==> config.mk <==
export PLATFORM = sky130hd
export DESIGN_NAME = mcs6530_bus_master
export DESIGN_NICKNAME = d
export VERILOG_FILES = /design/src/rtl/mcs6530_bus_pkg.sv /design/src/rtl/mcs6530_bus_master_phi2_gen.sv /design/src/rtl/mcs6530_bus_master.sv
export SDC_FILE = /design/constraint.sdc
export NUM_CORES = 1
export LEC_CHECK = 0
export CORE_AREA = 2 2 64 66
export CTS_CLUSTER_SIZE = 20
export DETAILED_ROUTE_END_ITERATION = 7
export DIE_AREA = 0 0 66 68
export GPL_TIMING_DRIVEN = 0
export PLACE_DENSITY = 0.82
export SYNTH_ARGS = -nofsm -noshare
export SYNTH_HDL_FRONTEND = slang
export SYNTH_HIERARCHICAL = 1
export SYNTH_SLANG_ARGS = --single-unit
export TNS_END_PERCENT = 10
==> constraint.sdc <==
create_clock -name clk -period 3.3 [get_ports clk]
set_clock_uncertainty 0.2 [all_clocks]
set_input_delay 0.495 -clock clk [delete_from_list [all_inputs] [get_ports clk]]
set_output_delay 0.495 -clock clk [all_outputs]
set_load 0.01 [all_outputs]
==> src/rtl/mcs6530_bus_pkg.sv <==
// Shared types and default parameters for the MCS6530 bus master.
// FSM and PHI2 phase encodings live here so the generator and the top agree.
package mcs6530_bus_pkg;

    typedef enum logic [1:0] {
        RESET = 2'd0,
        IDLE  = 2'd1,
        CYCLE = 2'd2
    } state_t;

    typedef enum logic {
        PH1 = 1'b0,
        PH2 = 1'b1
    } phase_t;

    localparam int DIV_DEF        = 4;
    localparam int RES_CYCLES_DEF = 8;
    localparam int ADDR_W_DEF     = 10;

endpackage

==> src/rtl/mcs6530_bus_master_phi2_gen.sv <==
// Free-running PHI2 generator: DIV system clocks per half-period, PH1 (low) then PH2 (high).
// fall_stb marks the last clk of PH2, end_stb the last clk of PH1.
module phi2_gen
    import mcs6530_bus_pkg::*;
#(
    parameter int DIV = DIV_DEF
) (
    input  logic clk,
    input  logic rst,
    output logic phi2,
    output logic fall_stb,
    output logic end_stb
);

    localparam int HC_W = (DIV < 2) ? 1 : $clog2(DIV);
    localparam logic [HC_W-1:0] HC_LAST = HC_W'(DIV - 1);

    generate
        if (DIV < 2) begin : g_div_check
            $error("phi2_gen: DIV must be 2 or more");
        end
    endgenerate

    logic [HC_W-1:0] hc;
    phase_t          phase;
    logic            hc_last;

    assign hc_last = (hc == HC_LAST);

    always_ff @(posedge clk or posedge rst) begin
        if (rst) begin
            hc    <= '0;
            phase <= PH1;
        end else if (hc_last) begin
            hc    <= '0;
            phase <= (phase == PH1) ? PH2 : PH1;
        end else begin
            hc <= hc + 1'b1;
        end
    end

    assign phi2     = (phase == PH2);
    assign fall_stb = (phase == PH2) && hc_last;
    assign end_stb  = (phase == PH1) && hc_last;

endmodule

==> src/rtl/mcs6530_bus_master.sv <==
// 6502-side bus initiator for an MCS6530: one PHI2 bus cycle per accepted command,
// address/control launched at PH1 entry, read data captured on the PHI2 fall clk.
module mcs6530_bus_master
    import mcs6530_bus_pkg::*;
#(
    parameter int DIV        = DIV_DEF,
    parameter int RES_CYCLES = RES_CYCLES_DEF,
    parameter int ADDR_W     = ADDR_W_DEF
) (
    input  logic              clk,
    input  logic              rst,
    input  logic              cmd_valid,
    output logic              cmd_ready,
    input  logic              cmd_we,
    input  logic              cmd_rs0,
    input  logic [ADDR_W-1:0] cmd_addr,
    input  logic [7:0]        cmd_wdata,
    output logic              rsp_valid,
    output logic              rsp_we,
    output logic [7:0]        rsp_rdata,
    output logic              phi2_o,
    output logic              res_n_o,
    output logic              rw_o,
    output logic              rs0_o,
    output logic [ADDR_W-1:0] addr_o,
    output logic [7:0]        db_o,
    output logic              db_oe,
    input  logic [7:0]        db_i,
    output logic              busy
);

    localparam int RC_W = $clog2(RES_CYCLES + 1);
    localparam logic [RC_W-1:0] RES_LAST = RC_W'(RES_CYCLES - 1);

    generate
        if (RES_CYCLES < 1) begin : g_res_check
            $error("mcs6530_bus_master: RES_CYCLES must be 1 or more");
        end
    endgenerate

    state_t          state;
    state_t          state_nxt;
    logic            fall_stb;
    logic            end_stb;
    logic            pending;
    logic            accept;
    logic            complete;
    logic            res_done;
    logic [RC_W-1:0] res_cnt;

    phi2_gen #(
        .DIV(DIV)
    ) u_phi2_gen (
        .clk      (clk),
        .rst      (rst),
        .phi2     (phi2_o),
        .fall_stb (fall_stb),
        .end_stb  (end_stb)
    );

    always_ff @(posedge clk or posedge rst) begin
        if (rst) begin
            state <= RESET;
        end else begin
            state <= state_nxt;
        end
    end

    // The fall that completes a cycle also retires it, so a new command can
    // be taken on that same clk and the bus never idles between commands.
    always_comb begin
        state_nxt = state;
        pending   = (state == CYCLE) && !fall_stb;
        cmd_ready = (state != RESET) && fall_stb && !pending;
        accept    = cmd_ready && cmd_valid;
        complete  = (state == CYCLE) && fall_stb;
        res_done  = (state == RESET) && fall_stb && (res_cnt == RES_LAST);
        case (state)
            RESET: begin
                if (res_done) begin
                    state_nxt = IDLE;
                end
            end
            IDLE, CYCLE: begin
                if (fall_stb) begin
                    state_nxt = accept ? CYCLE : IDLE;
                end
            end
            default: state_nxt = RESET;
        endcase
    end

    always_ff @(posedge clk or posedge rst) begin
        if (rst) begin
            res_cnt   <= '0;
            res_n_o   <= 1'b0;
            rw_o      <= 1'b1;
            rs0_o     <= 1'b0;
            addr_o    <= '0;
            db_o      <= '0;
            db_oe     <= 1'b0;
            rsp_valid <= 1'b0;
            rsp_we    <= 1'b0;
            rsp_rdata <= '0;
            busy      <= 1'b0;
        end else begin
            rsp_valid <= complete;
            if ((state == RESET) && fall_stb) begin
                res_cnt <= res_cnt + 1'b1;
            end
            if (res_done) begin
                res_n_o <= 1'b1;
            end
            // rw_o still describes the cycle that is finishing here
            if (complete) begin
                rsp_we <= !rw_o;
                if (rw_o) begin
                    rsp_rdata <= db_i;
                end
            end
            if (accept) begin
                addr_o <= cmd_addr;
                rs0_o  <= cmd_rs0;
                rw_o   <= !cmd_we;
                db_oe  <= cmd_we;
                if (cmd_we) begin
                    db_o <= cmd_wdata;
                end
            end else if (fall_stb && (state != RESET)) begin
                rw_o  <= 1'b1;
                db_oe <= 1'b0;
            end
            if (accept) begin
                busy <= 1'b1;
            end else if (complete) begin
                busy <= 1'b0;
            end
        end
    end

    assert property (@(posedge clk) disable iff (rst) end_stb |-> !phi2_o);

endmodule
# After elaboration in Yosys (flattened, before gate mapping)
# Index checks and enable logic that the tools add are counted.
totals:
  word_cells: 54
  regBits: 42
  out_inout_bits: 35
classes:
  reduce_logical: 20
  eq_ne: 6
  addsub: 2
  muxes: 12
op_table:
  columns: ["cell", "count"]
  rows:
  - ["logical AND 1 bit", 8]
  - ["2-to-1 mux 2 bit", 4]
  - ["2-to-1 mux 1 bit", 7]
  - ["AND reduction 2 bit", 3]
  - ["nonzero test 2 bit", 3]
  - ["adder 4 x 1 -> 4 bit, second input constant", 1]
  - ["== test 2 bit, second input constant", 2]
  - ["== test 4 x 3 -> 1 bit, second input constant", 1]
  - ["zero test 1 bit", 4]
  - ["!= test 2 bit, second input constant", 2]
  - ["one-hot mux 2 bit (2 select lines)", 1]
  - ["adder 2 x 1 -> 2 bit, second input constant", 1]
  - ["== test 2 x 1 -> 1 bit, second input constant", 1]
  - ["zero test 2 bit", 1]
  - ["OR reduction 2 bit", 1]

# Longest topological paths before layout
depth:
  depth_word: 10
  ltp_mapped: 6

# Cells and area by module
# The synthesis kept the hierarchy.
by_module_without_submodules:
  columns: ["module", "area_per_inst_um2", "seq_area_each_um2", "instances", "cells_per_inst"]
  rows:
  - ["mcs6530_bus_master", 1567.8, 977.2, 1, 104]
  - ["phi2_gen", 120.1, 75.1, 1, 9]

# Worst setup path before layout
# Ideal clock, no wire load.
synth_timing:
  kind: "flip-flop to flip-flop"
  startpoint: "register u_phi2_gen.hc[0]"
  endpoint: "register addr_o[0]"
  required_time_ns: 2.975
  slack_ns: 1.435
  t_arrival_ns: 1.541
  period_less_slack_ns: 1.865
  path_stages_with_launch: 6
  cell_sequence: "dfrtp_1 > ha_1 > and2_2 > nand3b_1 > buf_2 > mux2_2"
synth_via:
  elab_chain_cells: 7
synth_lines:
  columns: ["element", "line_no", "text"]
  rows:
  - ["start: declaration", "mcs6530_bus_master_phi2_gen.sv:24", "logic [HC_W-1:0] hc;"]
  - ["start signal: assignment", "mcs6530_bus_master_phi2_gen.sv:38", "hc <= hc + 1'b1;"]
  - ["== test 2 bit *", "mcs6530_bus_master_phi2_gen.sv:28", "assign hc_last = (hc == HC_LAST);"]
  - ["logical AND 1 bit *", "mcs6530_bus_master_phi2_gen.sv:43", "assign fall_stb = (phase == PH2) && hc_last;"]
  - ["net fall_stb", "mcs6530_bus_master.sv:43", "logic fall_stb;"]
  - ["zero test 1 bit", "mcs6530_bus_master.sv:73", "pending = (state == CYCLE) && !fall_stb;"]
  - ["logical AND 1 bit", "mcs6530_bus_master.sv:73", null]
  - ["zero test 1 bit", "mcs6530_bus_master.sv:74", "cmd_ready = (state != RESET) && fall_stb && !pending;"]
  - ["logical AND 1 bit *", "mcs6530_bus_master.sv:74", null]
  - ["logical AND 1 bit *", "mcs6530_bus_master.sv:75", "accept = cmd_ready && cmd_valid;"]
  - ["end signal: assignment", "mcs6530_bus_master.sv:122", "addr_o <= cmd_addr;"]
  - ["end: declaration", "mcs6530_bus_master.sv:25", "output logic [ADDR_W-1:0] addr_o,"]
# Mark *: on every way through the listed nets, which the timed path passes. The rest lies on a longest branch.
# A chain may end at the register's enable or synchronous reset.

# Worst setup path after layout
layout_timing:
  startpoint: "register u_phi2_gen.hc[0]"
  endpoint: "output port cmd_ready"
layout_via:
  elab_chain_cells: 6
layout_lines:
  columns: ["element", "line_no", "text"]
  rows:
  - ["== test 2 bit *", "mcs6530_bus_master_phi2_gen.sv:28", null]
  - ["logical AND 1 bit *", "mcs6530_bus_master_phi2_gen.sv:43", null]
  - ["net fall_stb", "mcs6530_bus_master.sv:43", null]
  - ["zero test 1 bit", "mcs6530_bus_master.sv:73", null]
  - ["logical AND 1 bit", "mcs6530_bus_master.sv:73", null]
  - ["zero test 1 bit", "mcs6530_bus_master.sv:74", null]
  - ["logical AND 1 bit *", "mcs6530_bus_master.sv:74", null]
  - ["end: declaration", "mcs6530_bus_master.sv:13", "output logic cmd_ready,"]
# Marked as above.

==> results by group <==
Route
  – Wire per inst: 14.9 um
  – Iteration-0 DRC count of the detailed router: 27
  – DRT antenna net count: 0
  – First-pass DRT Iterations: 4
  – Vias: 1168
  – DRC viols: 0
  – Drt total wl: 3.51 mm
  – Via density: 4.95

Placement
  – Routability cong.: 0.638
  – Port bufs: 65
  – Post-DP HPWL: 2.73 mm

Yosys
  – Synth Cell Area: 1680 sq um
  – Synth Instances: 112
  – Yosys warns: 6
  – Mean Syn Cell Area: 15.0 sq um
  – Synthesized Nets: 149

Finish
  – Share of cells above drive strength 1: 0.237
  – N_diodes: 0
  – Area growth syn-to-layout: 50.7%
  – Nets@finish: 222
  – Layout fillers: 289
  – Layout Utilization: 0.656

Critical path
  – Crit path from: u_phi2_gen/hc[0]
  – Delay of the slowest critical-path stage: 0.49 ns
  – Critical path's slowest cell: clkdlybuf4s50_1
  – Crit Path Max Fanout: 7
  – R2R depth: 5
  – Crit-path cells: ha_1 -> and2_2 -> and2b_2 -> clkdlybuf4s50_1
  – R2R Setup Slk: 1.26 ns
  – Worst setup path endpoint: cmd_ready
  – Reg2reg start: u_phi2_gen/hc[0]
  – Setup crit start kind: flip-flop
  – WP data required: 2.60 ns
  – R2r endpoint: addr_o[5]
  – Worst setup EP type: primary output
  – CP Class: flip-flop to primary output
  – Arr. time, crit path: 1.89 ns

Global route
  – First-pass GRT wire length: 5.63 mm
  – GRT Total Usage: 0.175
  – Largest net degree at the start of global routing: 27
  – Number of global-route vias before repair: 1221
  – Initial antenna violation count: 0
  – Total global routing overflow: 0

Floorplanning
  – # rows: 23
  – Core area: 3860 sq um
  – Top Ports: 66
  – Die outline width: 66 um
  – Die ar.: 4490 sq um
  – Starting Density: 0.435
  – Height of the die: 68 um

Timing
  – Relative slew margins: 0.602
  – Post-layout minimum cycle time: 2.59 ns
  – Tcrit/Tclk final: 0.784
  – Worst-margin pin slew: 0.597 ns
  – RSZ-0062 raised after global routing: false
  – Fmax achieved: 386 MHz
  – # setup viols final: 0
  – Slew Viols, Final: 0
  – Sum Neg Setup Slack: 0 ns
  – Final Hold Fails: 0

Hold path
  – Worst min-delay path class: input pin to asynchronous set/reset pin

Clock tree
  – CTS tree: done
  – TritonCTS buffer count: 5
  – CTS Sinks: 42
  – H-tree depth: 2
  – Longest Clk Path Bufs: 2
  – Clock slew at reported path FFs: 0.07 ns
  – Cts repair resizes: 0
  – Worst-Skew Late Latency: 0.29 ns
  – Clk root buf: clkbuf_8
  – Cts hold-fix bufs: 0
  – Post-CTS setup buffers: 0

Pwr
  – Max VDD drop: 0.359 mV
  – Leak: 1.16 nW
  – Power Density: 381 nW/um^2

Job
  – Max-cap check violation count: 0

Status
  – Status: finished, final reports clean
==> flip-flops by register name, summed over array words and instances, names as in the netlist <==
name             cells
addr_o              10
rsp_rdata            8
res_n_o              1
res_cnt              4
rsp_we               1
state                2
db_o                 8
u_phi2_gen/hc        2
rsp_valid            1
rw_o                 1
db_oe                1
rs0_o                1
u_phi2_gen/phi2      1
busy                 1
==> worst min path at each step <==
stage                      from          endpoint  slack [ns]  cells past startpoint
2_1_floorplan               rst  u_phi2_gen/hc[0]        0.05                      1
5_1_grt                     rst   u_phi2_gen/phi2        0.22                      2
6_report                    rst   u_phi2_gen/phi2        0.21                      2
3_5_place_dp   u_phi2_gen/hc[0]  u_phi2_gen/hc[0]        0.23                      1
3_3_place_gp   u_phi2_gen/hc[0]  u_phi2_gen/hc[0]        0.21                      1
4_1_cts                     rst  u_phi2_gen/hc[1]        0.20                      2
==> critical path, delay by kind of cell (launching register included) <==
kind                     cells  cell delay [ns]
adder cells (fa/ha/maj)      1             0.23
buffers and inverters        1             0.49
flip-flops                   1             0.38
AND/OR/NAND/NOR              2             0.49
==> area by class of cell <==
type | instances | area, sq um | area share
tap | 50 | 62.6 | 0.0247
sequential | 42 | 1050 | 0.416
inverter | 6 | 22.5 | 0.00890
clock buffer | 8 | 110 | 0.0435
multi-input combinational | 63 | 599 | 0.237
timing repair buffer | 66 | 678 | 0.268
buffer | 1 | 5.00 | 0.00198
==> layout by cell type (no fill, tap or decap), types with 2 or more instances in the layout <==
cell type	n
o21ai_0	3
nand3_1	2
inv_1	6
clkbuf_8	8
clkdlybuf4s50_1	65
nor2_1	2
mux2_2	28
and2_2	2
xor2_1	2
dfrtp_1	41
xnor2_1	2
o21a_1	2
ha_1	6
==> through the flow <==
step	total power, mW	std cells	hold slack [ns]	setup slack [ns]	cell area, sq um
after floorplan	0.546	112	0.0486	1.45	1680
after global placement	0.594	227	0.213	0.930	2390
after detailed placement	0.601	228	0.225	1.02	2420
after CTS	0.982	236	0.198	0.692	2530
after global routing	1.01	236	0.220	0.632	2530
final	0.965	236	0.206	0.712	2530
==> power by group <==
group,leakage (nW),internal (mW),switching [mW],total (mW)
clock,0.0575,0.211,0.164,0.375
combinational,0.566,0.0463,0.0216,0.0678
sequential,0.540,0.519,0.00241,0.522
==> metal layers <==
metal | routed length (um) | up-vias | global-route usage
met1 | 1270 | 588 | 0.173
met5 | 0 | - | 0
met3 | 261 | 6 | 0.0658
li1 | - | 528 | -
met2 | 1920 | 46 | 0.327
met4 | 63 | 0 | 0.0765
Power figures use the tool's default switching activity.
